==> config.mk <==
export PLATFORM = sky130hd
export DESIGN_NAME = cic3_accumulators
export DESIGN_NICKNAME = d
export VERILOG_FILES = /design/src/rtl/cic3_pkg.sv /design/src/rtl/cic_integrator.sv /design/src/rtl/cic3_accumulators.sv
export SDC_FILE = /design/constraint.sdc
export NUM_CORES = 1
export LEC_CHECK = 0
export ABC_AREA = 0
export BUFFER_PORTS_ARGS = -buffer_cell sky130_fd_sc_hd__buf_2
export CORE_AREA = 2 2 141 143
export CTS_CLUSTER_SIZE = 40
export DETAILED_ROUTE_END_ITERATION = 8
export DIE_AREA = 0 0 143 145
export PLACE_DENSITY = 0.54
export SYNTH_ARGS = -nofsm -noshare
export SYNTH_HDL_FRONTEND = slang
export SYNTH_SLANG_ARGS = --single-unit
==> constraint.sdc <==
create_clock -name clk -period 2.83 [get_ports clk]
set_input_delay 0 -clock clk [delete_from_list [all_inputs] [get_ports clk]]
set_output_delay 0 -clock clk [all_outputs]
set_load 0.005 [all_outputs]
==> src/rtl/cic3_pkg.sv <==
// Width derivations shared by the CIC3 integrator and differentiator halves,
// so both sides always agree on counter and datapath widths.
package cic3_pkg;

  function automatic int clock_width(input int decimation_factor);
    return $clog2(decimation_factor);
  endfunction

  // Third-order CIC growth is 3*log2(D) bits on top of the 1-bit input.
  function automatic int num_bits(input int decimation_factor);
    return 3 * $clog2(decimation_factor) + 1;
  endfunction

endpackage

==> src/rtl/cic_integrator.sv <==
// Enabled modulo-2^W accumulator; one stage of the CIC3 integrator cascade.
module cic_integrator #(
  parameter int W = 10
) (
  input  logic         clk,
  input  logic         reset_n,
  input  logic         en_i,
  input  logic [W-1:0] din_i,
  output logic [W-1:0] acc_o
);

  logic [W-1:0] acc_q;
  logic [W-1:0] acc_d;

  // Wrap-around is intended; the downstream comb section cancels it.
  assign acc_d = acc_q + din_i;

  // NOTE: reset is sampled on the clock edge (synchronous) and wins over en_i.
  always_ff @(posedge clk) begin
    if (!reset_n) begin
      acc_q <= '0;
    end else if (en_i) begin
      acc_q <= acc_d;
    end
  end

  assign acc_o = acc_q;

endmodule

==> src/rtl/cic3_accumulators.sv <==
// CIC3 decimator front end: three cascaded integrators, decimation counter,
// divided clock and the downsampled output register.
module cic3_accumulators
  import cic3_pkg::*;
#(
  parameter int DECIMATION_FACTOR = 256,
  parameter int CLOCK_WIDTH       = clock_width(DECIMATION_FACTOR),
  parameter int NUMBITS           = num_bits(DECIMATION_FACTOR)
) (
  input  logic               clk,
  input  logic               reset_n,
  input  logic               in,
  input  logic               enable,
  output logic [NUMBITS-1:0] out,
  output logic               divided_clk,
  output logic               sample_valid
);

  localparam logic [CLOCK_WIDTH-1:0] LAST_COUNT = CLOCK_WIDTH'(DECIMATION_FACTOR - 1);

  logic [NUMBITS-1:0]     in_ext;
  logic [NUMBITS-1:0]     acc1;
  logic [NUMBITS-1:0]     acc2;
  logic [NUMBITS-1:0]     acc3;
  logic [CLOCK_WIDTH-1:0] count_q;
  logic [CLOCK_WIDTH-1:0] count_d;
  logic [NUMBITS-1:0]     out_q;
  logic                   sample_valid_q;
  logic                   period_end;

  assign in_ext = {{(NUMBITS-1){1'b0}}, in};

  // Each stage adds the previous stage's registered value, so the cascade
  // is pipelined and the input needs three edges to reach acc3.
  cic_integrator #(.W(NUMBITS)) u_int1 (
    .clk(clk), .reset_n(reset_n), .en_i(enable), .din_i(in_ext), .acc_o(acc1)
  );
  cic_integrator #(.W(NUMBITS)) u_int2 (
    .clk(clk), .reset_n(reset_n), .en_i(enable), .din_i(acc1), .acc_o(acc2)
  );
  cic_integrator #(.W(NUMBITS)) u_int3 (
    .clk(clk), .reset_n(reset_n), .en_i(enable), .din_i(acc2), .acc_o(acc3)
  );

  // D is a power of two, so the natural counter wrap is the period wrap.
  assign count_d    = count_q + CLOCK_WIDTH'(1);
  assign period_end = (count_q == LAST_COUNT);

  // NOTE: non-blocking assignments so out_q captures acc3 before its update.
  always_ff @(posedge clk) begin
    if (!reset_n) begin
      count_q        <= '0;
      out_q          <= '0;
      sample_valid_q <= 1'b0;
    end else begin
      sample_valid_q <= enable && period_end;
      if (enable) begin
        count_q <= count_d;
        if (period_end) begin
          out_q <= acc3;
        end
      end
    end
  end

  assign out          = out_q;
  assign sample_valid = sample_valid_q;
  assign divided_clk  = ~count_q[CLOCK_WIDTH-1];

endmodule

==> results of run 1 <==
logic make-up after synthesis:
family	synth area share
adders and majority gates	0.1024
and+or+nand+nor	0.2019
AOI/OAI and AO/OA	0.2160
DFF	0.3296
xor gates and xnor gates	0.08467
buffers and inverters	0.03062
muxes	0.03478
metal layers:
metal	wire length (um)	share of wire
met1	7841	0.54
met4	318	0.022
met5	0	0
met3	355	0.024
met2	6073	0.42
placed cells by master, fill, tap and decap left out, drive strengths merged, types with 3 or more instances in the layout:
| master | netlist | layout |
|---|---|---|
| buf | 5 | 42 |
| dfxtp | 109 | 109 |
| and2 | 28 | 28 |
| xnor2 | 42 | 42 |
| o21a | 11 | 11 |
| nor2 | 23 | 23 |
| nand2 | 116 | 116 |
| or3 | 8 | 8 |
| nor3 | 11 | 11 |
| nor2b | 26 | 26 |
| nand4 | 14 | 14 |
| a221oi | 3 | 3 |
| and4 | 3 | 3 |
| inv | 11 | 12 |
| a21boi | 32 | 32 |
| ha | 51 | 51 |
| o211ai | 10 | 10 |
| o21bai | 4 | 4 |
| o21ai | 51 | 51 |
| a21o | 24 | 24 |
| a211oi | 4 | 4 |
| and3 | 16 | 16 |
| o211a | 4 | 4 |
| clkbuf | 28 | 9 |
| o31ai | 3 | 3 |
| a21oi | 44 | 44 |
| nand3 | 18 | 18 |
| xor2 | 22 | 22 |
| a31oi | 4 | 4 |
| mux2i | 23 | 23 |
worst max-delay path, delay by kind of cell (launching register included):
kind                       cells  cell delay, ns
DFF                            1            0.33
and+or+nand+nor                1            0.08
AOI/OAI and AO/OA              5            1.52
adders and majority gates      2            0.64
path summary, 6_finish.rpt:
path	startpoint	end	slack (ns)	depth (start not counted)
max	u_int2.acc_o[0]$_SDFFE_PN0P_	u_int3.acc_o[24]$_SDFFE_PN0P_	0.14	8
min	enable	u_int2.acc_o[5]$_SDFFE_PN0P_	0.03	3
max reg2reg	u_int2.acc_o[0]$_SDFFE_PN0P_	u_int3.acc_o[24]$_SDFFE_PN0P_	0.14	8
min reg2reg	out[13]$_SDFFE_PN0P_	out[13]$_SDFFE_PN0P_	0.46	2
per-stage QoR:
step	worst slack, ns	instances	hold slack [ns]	total power (W)	util
6_report	0.1395	1069	0.03356	0.003072	0.3831
4_1_cts	0.1770	1068	0.03668	0.003106	0.3827
2_1_floorplan	0.4826	780	0.2834	0.001682	-
3_3_place_gp	0.2209	1052	0.3827	0.001714	0.3659
3_5_place_dp	0.2031	1052	0.3913	0.001713	0.3659
5_1_grt	0.01941	1069	0.08422	0.003183	0.3831
flip-flops by register name, summed over array words and instances, names as in the netlist:
register / count
out: 25
u_int1.acc_o: 25
count_q: 8
sample_valid: 1
u_int2.acc_o: 25
u_int3.acc_o: 25
power breakdown:
part           internal (W)  switching [W]  leakage, nW  total [W]
logic             0.0000490      0.0000694         2.16   0.000118
registers           0.00154      0.0000134        0.879    0.00156
clock network      0.000780       0.000615        0.152    0.00139
timing repair:
action	CTS	global route
hold buffers	0	0
endpoints found under the hold margin	0	0
setup buffers	0	1
setup endpoints to repair	0	1
layout make-up:
type / count / area share
Multi-Input combinational cell: 626 / 0.5763
Sequential cell: 109 / 0.2965
Tap cell: 265 / 0.04506
Timing Repair Buffer: 42 / 0.03265
Clock buffer: 9 / 0.03061
Clock inverter: 7 / 0.01326
Inverter: 11 / 0.005611
==> run_results.csv, run 1 <==
group,metric,value,unit
outcome,status,"finished clean",
timing,rsz0062_at_grt,"no",
yosys,synth_area,6620,um2
timing,relSlewSlack,0.5370,
routing,dr.pass1.iters,4,
floorplan,ioPinCount,31,
clocking,clock-root-buffer,"clkbuf_16",
grt,grt_use_met1,0.2086,
cells_and_area,antenna_cells,0,
grt,grt_max_degree,58,
routing,vias_per_cell,4.974,
yosys,async_flop_share,0,
yosys,synth_most_common_cell,"nand2_1",
cells_and_area,drive_gt1_frac,0.08333,
setup_path,crit_chain,"ha_1 > fa_1 > a21o_1 > a31oi_1 > o211ai_2 > a41o_1 > a2111oi_0 > nand2_1",
yosys,synth.area.top_cells,"dfxtp_1 33%, ha_1 9.6%, nand2_1 6.6%, xnor2_1 5.6%, o21ai_0 3.9%",
setup_path,cp-end-kind,"register",
timing,tightest_slew,0.6945,ns
yosys,yosysWarnings,0,
clocking,htree_levels,3,
grt,met3_usage,0.02244,
clocking,cts_resized,0,
cells_and_area,final_nets,856,
yosys,synthFlopType,"dfxtp_1",
cells_and_area,postLayoutCellArea,7358,um2
yosys,synth_cell_types,60,
clocking,clock_latency,0.36,ns
setup_path,worst-path-max-fanout,4,
routing,drc,0,
grt,grt_pass1_vias,4974,
yosys,yosysTopAreaCell,"dfxtp_1",
placement,io_buffers,30,
routing,detail-route-antenna-nets,0,
cells_and_area,fill_cells,1952,
setup_path,required,3.07,ns
flow_run,cap_violations,0,
timing,hold_viol,0,
yosys,synthCells,780,
grt,grt_pass1_wl,24260,um
floorplan,core,19210,um2
clocking,cts_tree,"built",
grt,antenna_found_initial,0,
timing,fmax,371.7,MHz
setup_path,crit_path_max_incr_delay,0.46,ns
floorplan,placementRows,51,
yosys,avgSynthCellArea,8.487,um2
setup_path,worstSetupPathType,"reg2reg",
yosys,ys_seq_area_frac,0.3296,
cells_and_area,multi_input_area,4240,um2
grt,track_usage,0.1431,
setup_path,arrival,2.93,ns
worst_hold_path,hold_path.class,"in2reg",
clocking,cts_buffers,9,
yosys,synth_top_area_frac,0.3296,
routing,wl,14590,um
placement,dpl.hpwl,10590,um
timing,final.setup.tns,0,ns
clocking,cts.path.max_buffers,2,
routing,wire_per_inst,13.65,um
timing,fin_crit,2.690,ns
floorplan,die_x,143,um
placement,dpl_cell_area,7028,um2
grt,gr-total-overflow,0,
floorplan,initial_core_util,0.3447,
routing,vias,5317,
grt,grt-busiest-layer,"met1",
yosys,synth_enable_flop_cells,0,
floorplan,die_h,145,um
pwr,peakVddDrop,0.2738,mV
floorplan,dieArea,20740,um2
timing,slew_viol_final,0,
yosys,synth.net_count,837,
timing,clock_skew,0.005916,ns
grt,grt_util_met2,0.2084,
timing,finalSetupViolations,0,
yosys,ys_top_cells_by_count,"116 x nand2_1, 109 x dfxtp_1, 51 x ha_1, 51 x o21ai_0, 44 x a21oi_1",
timing,min_period_over_period,0.9507,
pwr,leakage,3.192,nW
cells_and_area,seq_area,2182,um2
clocking,clkSinkCount,109,
setup_path,crit_slowest_cell,"a2111oi_0",
pwr,power_density,417.4,nW/um2
setup_path,cp-start-kind,"register",
routing,drt_iter0_drc,224,
yosys,synth-seq-cells,109,
cells_and_area,syn2layout_area_growth,11.15,%
clocking,clkTransAtPathRegs,0.07,ns
placement,gp_congestion,0.8409,
(Power assumes the default switching activity.)
==> inputs of run 2 (changes only) <==
--- a/config.mk
+++ b/config.mk
@@ -12,6 +12,7 @@
 export DETAILED_ROUTE_END_ITERATION = 8
 export DIE_AREA = 0 0 143 145
 export PLACE_DENSITY = 0.54
+export SETUP_SLACK_MARGIN = 0.4
 export SYNTH_ARGS = -nofsm -noshare
 export SYNTH_HDL_FRONTEND = slang
 export SYNTH_SLANG_ARGS = --single-unit
==> run_results.csv, run 2 (synthesis results as in run 1) <==
group,metric,value,unit
clocking,clock_latency,0.36,ns
timing,rsz0062_at_grt,"yes",
grt,track_usage,0.1449,
routing,dr_wl_met2,6483,um
routing,top_layer,"met4",
grt,gr-total-overflow,0,
setup_path,worstSetupPathType,"reg2reg",
setup_path,crit_path_max_incr_delay,0.36,ns
placement,dp.cells,1052,
pwr,internal-power,0.002376,W
cells_and_area,postLayoutCellArea,7709,um2
pwr,power_switching_share,0.2282,
pwr,peakVddDrop,0.2736,mV
timing,clock_skew,0.007638,ns
floorplan,dieArea,20740,um2
clocking,cts_buffers,9,
cells_and_area,layout_common_cells,"115 x nand2_1, 100 x dfxtp_1, 49 x o21ai_0",
floorplan,ioPinCount,31,
setup_path,crit_chain,"ha_1 > o21a_1 > o2111ai_2 > o211ai_4 > a41o_1 > buf_4 > nor3_2 > a2111oi_2 > nand2_1",
outcome,status,"finished clean",
pwr,power_density,399.4,nW/um2
placement,dpl.hpwl,10590,um
cells_and_area,syn2layout_area_growth,16.44,%
clocking,cts_tree,"built",
clocking,clock-root-buffer,"clkbuf_16",
timing,min_period_over_period,0.8366,
cells_and_area,final_common_cell,"nand2_1",
cells_and_area,final_util,0.4013,
routing,vias,5427,
floorplan,placementRows,51,
pwr,pwr-share-comb,0.040,
timing,slew_viol_final,0,
grt,antenna_found_initial,0,
grt,grt_pass1_wl,24570,um
grt,grt_max_degree,58,
setup_path,crit_slowest_cell,"dfxtp_1",
placement,dpl_cell_area,7028,um2
timing,finalSetupViolations,0,
routing,wire_per_inst,14.01,um
timing,tightest_slew,0.6977,ns
cells_and_area,final_nets,869,
routing,drt_iter0_drc,227,
timing,fmax,422.4,MHz
pwr,p_seq_frac,0.506,
setup_path,cp-start-kind,"register",
routing,wl,15160,um
routing,dr.pass1.iters,4,
pwr,pwr-share-clk,0.453,
cells_and_area,drive_gt1_frac,0.1530,
routing,vias_per_cell,5.016,
floorplan,initial_core_util,0.3447,
clocking,htree_levels,3,
routing,m1WireLength,8001,um
worst_hold_path,hold_path.class,"in2reg",
timing,final.setup.tns,0,ns
floorplan,die_x,143,um
setup_path,worst-path-max-fanout,4,
pwr,p_sw,0.0007025,W
flow_run,cap_violations,0,
cells_and_area,finalNonFillerCells,1082,
clocking,clkTransAtPathRegs,0.07,ns
placement,gp_congestion,0.8409,
floorplan,die_h,145,um
clocking,clkSinkCount,109,
pwr,leakage,3.239,nW
clocking,cts.path.max_buffers,2,
routing,detail-route-antenna-nets,0,
cells_and_area,antenna_cells,0,
timing,relSlewSlack,0.5349,
floorplan,core,19210,um2
timing,hold_viol,0,
grt,grt_pass1_vias,5050,
placement,io_buffers,30,
setup_path,cp-end-kind,"register",
timing,fin_crit,2.368,ns
setup_path,arrival,2.61,ns
setup_path,required,3.07,ns
routing,wl_met3,344,um
clocking,cts_hold_buf,0,
routing,drc,0,
## run 2: final cells by class
class	instances	area (um2)
fillers	1918	11500
multi-input cells	626	4479
flip-flops and latches	109	2196
repair buffers	55	337.8
well taps	265	331.6
clock buffers	9	225.2
clock inverters	7	97.59
inverters	11	41.29
## run 2: through the flow
stage | hold WS, ns | total power [W] | setup WS, ns
after CTS | 0.03670 | 0.003106 | 0.3855
after global placement | 0.3827 | 0.001714 | 0.2209
after global routing | 0.08319 | 0.003190 | 0.3475
after floorplan | 0.2834 | 0.001682 | 0.4826
final | 0.03458 | 0.003079 | 0.4625
after detailed placement | 0.3913 | 0.001713 | 0.2031
## run 2: power groups by stage
stage	logic, W	clock network [W]	registers (W)
2_1_floorplan	0.0000917	0	0.00159
3_3_place_gp	0.000120	0	0.00159
3_5_place_dp	0.000118	0	0.00159
4_1_cts	0.000120	0.00143	0.00156
5_1_grt	0.000138	0.00149	0.00156
6_report	0.000125	0.00140	0.00156
## run 2: layer usage
| metal | vias up | GRT usage |
|---|---|---|
| met2 | 77 | 0.2127 |
| met4 | 0 | 0.06139 |
| met3 | 19 | 0.02277 |
| met5 | - | 0 |
| met1 | 2475 | 0.2089 |
| li1 | 2856 | - |
## run 2: final timing paths
kind                                                   start                             to  slack [ns]  cells past startpoint
worst max-delay path            u_int2.acc_o[5]$_SDFFE_PN0P_  u_int3.acc_o[24]$_SDFFE_PN0P_        0.46                      9
worst max register to register  u_int2.acc_o[5]$_SDFFE_PN0P_  u_int3.acc_o[24]$_SDFFE_PN0P_        0.46                      9
worst min-delay path                                  enable   u_int2.acc_o[5]$_SDFFE_PN0P_        0.03                      3
worst min register to register          out[13]$_SDFFE_PN0P_           out[13]$_SDFFE_PN0P_        0.46                      2
## run 2: what timing repair did
| action | in CTS | in global routing |
|---|---|---|
| setup endpoints to repair | 12 | 17 |
| pin swaps | 13 | 13 |
| resized for setup | 18 | 39 |
| buffers inserted | 6 | 8 |
## run 2: critical path, delay by kind of cell, from the launching register on
kind	cells	cell delay (ns)
buffers and inverters	1	0.14
DFF	1	0.36
adders and majority gates	1	0.36
and+or+nand+nor	2	0.13
AOI/OAI and AO/OA	5	1.25
==> inputs of run 3 (changes only) <==
--- a/config.mk
+++ b/config.mk
@@ -11,7 +11,7 @@
 export CTS_CLUSTER_SIZE = 40
 export DETAILED_ROUTE_END_ITERATION = 8
 export DIE_AREA = 0 0 143 145
-export PLACE_DENSITY = 0.54
+export PLACE_DENSITY = 0.56
 export SETUP_SLACK_MARGIN = 0.4
 export SYNTH_ARGS = -nofsm -noshare
 export SYNTH_HDL_FRONTEND = slang
==> constraint.sdc (replaced) <==
create_clock -name clk -period 2.05 [get_ports clk]
set_input_delay 0 -clock clk [delete_from_list [all_inputs] [get_ports clk]]
set_output_delay 0 -clock clk [all_outputs]
set_load 0.005 [all_outputs]
==> run_results.csv, run 3 (synthesis results as in run 1) <==
group,metric,value,unit
cells_and_area,final_common_cell,"buf_4",
pwr,internal-power,0.003438,W
floorplan,placementRows,51,
placement,post-place-ws,-0.3040,ns
setup_path,worstSetupPathType,"reg2reg",
pwr,power_switching_share,0.2180,
floorplan,initial_core_util,0.3447,
placement,dpl_cell_area,8449,um2
pwr,p_sw,0.0009581,W
clocking,cts_tree,"built",
clocking,cts.path.max_buffers,2,
cells_and_area,final_util,0.5070,
cells_and_area,drive_gt1_frac,0.3750,
pwr,pwr-share-clk,0.461,
setup_path,arrival,2.61,ns
setup_path,required,2.30,ns
floorplan,dieArea,20740,um2
pwr,finalPower,0.004396,W
cells_and_area,final_nets,1029,
timing,relSlewSlack,0.6883,
timing,fmax,424.6,MHz
flow_run,cap_violations,0,
timing,hold_viol,0,
timing,slew_viol_final,0,
grt,antenna_found_initial,0,
grt,gr-total-overflow,0,
grt,grt_pass1_wl,28040,um
floorplan,ioPinCount,31,
routing,detail-route-antenna-nets,0,
pwr,leakage,4.292,nW
pwr,power_density,451.4,nW/um2
pwr,p_seq_frac,0.489,
setup_path,worst-path-max-fanout,3,
cells_and_area,postLayoutCellArea,9738,um2
routing,vias_per_cell,4.903,
grt,track_usage,0.1665,
placement,dpl.hpwl,12290,um
setup_path,cp-start-kind,"register",
routing,wl,17320,um
placement,gp_congestion,0.8800,
cells_and_area,layout_common_cells,"150 x buf_4, 105 x nand2_1, 89 x dfxtp_1",
routing,drc,0,
floorplan,die_h,145,um
setup_path,cp-end-kind,"register",
routing,dr.pass1.iters,4,
cells_and_area,syn2layout_area_growth,47.10,%
timing,fin_crit,2.355,ns
timing,min_period_over_period,1.149,
worst_hold_path,hold_path.class,"in2reg",
clocking,cts_buffers,9,
cells_and_area,antenna_cells,0,
clocking,htree_levels,3,
clocking,clkTransAtPathRegs,0.07,ns
clocking,clkSinkCount,109,
pwr,peakVddDrop,0.3788,mV
outcome,violations,"setup timing",
grt,grt_pass1_vias,5795,
outcome,status,"finished, violations left",
timing,timing.final.ws_setup,-0.3052,ns
routing,wire_per_inst,13.96,um
timing,tightest_slew,0.4611,ns
grt,grt_max_degree,48,
clocking,clock_latency,0.36,ns
routing,drt_iter0_drc,217,
floorplan,core,19210,um2
placement,io_buffers,30,
clocking,clock-root-buffer,"clkbuf_16",
pwr,pwr-share-comb,0.050,
timing,clock_skew,0.006119,ns
timing,finalSetupViolations,21,
timing,rsz0062_at_grt,"yes",
floorplan,die_x,143,um
routing,vias,6085,
[run 3: cell count changes in the layout (fill, tap and decap cells not counted), moves of 11 or more]
cell     change
buf_4      +125
buf_6       +31
o21ai_0     -22
a21oi_1     -15
o21ai_1     +15
ha_4        +14
a21oi_2     +12
dfxtp_1     -11
nand3_1     -11
[run 3: per-layer routing]
metal / vias up / share of wire / global-route usage / routed length (um)
met1: 2815 / 0.50 / 0.2345 / 8633
met3: 16 / 0.026 / 0.01914 / 452
met2: 88 / 0.46 / 0.2612 / 7925
li1: 3166 / - / - / -
met5: - / 0 / 0 / 0
met4: 0 / 0.018 / 0.05941 / 314
[run 3: critical path, cell delays in order, from the launching register on]
cell	delay [ns]
dfxtp_4	0.37
ha_4	0.16
fa_2	0.36
a21oi_4	0.17
o211ai_1	0.14
nand4_1	0.16
a31oi_1	0.12
or4_1	0.48
and3_4	0.19
mux2i_1	0.10
[run 3: final timing paths]
kind / startpoint / endpoint / slack (ns) / depth (start not counted)
setup / recovery: u_int2.acc_o[0]$_SDFFE_PN0P_ / u_int2.acc_o[24]$_SDFFE_PN0P_ / -0.31 / 9
setup reg to reg: u_int2.acc_o[0]$_SDFFE_PN0P_ / u_int2.acc_o[24]$_SDFFE_PN0P_ / -0.31 / 9
hold / removal: in / u_int1.acc_o[0]$_SDFFE_PN0P_ / 0.05 / 4
hold reg to reg: out[7]$_SDFFE_PN0P_ / out[7]$_SDFFE_PN0P_ / 0.45 / 2
[run 3: stage by stage]
step                      cells  TNS, ns  hold WS (ns)
final                      1241   -3.214       0.05223
after global routing       1241   -6.243       0.08209
after CTS                  1226   -3.501       0.03329
after detailed placement   1200   -3.988        0.3838
after global placement     1200   -3.423        0.3841
after floorplan             780  -0.8474        0.2833
[run 3: repair_timing]
| item | 4_1_cts | 5_1_grt |
|---|---|---|
| setup buffers | 11 | 14 |
| hold buffers | 0 | 0 |
| cloned | 0 | 1 |
| pin swaps | 69 | 60 |
| endpoints found under the setup margin | 59 | 87 |
| resized for setup | 90 | 79 |
[run 3: final cells by class]
cell class | count | area [um2]
clock buffer | 12 | 277.8
clock inverter | 3 | 65.06
fill | 1756 | 9469
inverter | 11 | 41.29
multi-input combinational | 626 | 5105
sequential | 109 | 2217
tap | 265 | 331.6
timing repair buffer | 215 | 1700
[run 3: power by group through the flow]
stage	clock [W]	sequential [W]	combinational, W
2_1_floorplan	0	0.00220	0.000130
3_3_place_gp	0	0.00220	0.000198
3_5_place_dp	0	0.00220	0.000201
4_1_cts	0.00207	0.00215	0.000214
5_1_grt	0.00214	0.00215	0.000243
6_report	0.00202	0.00215	0.000220
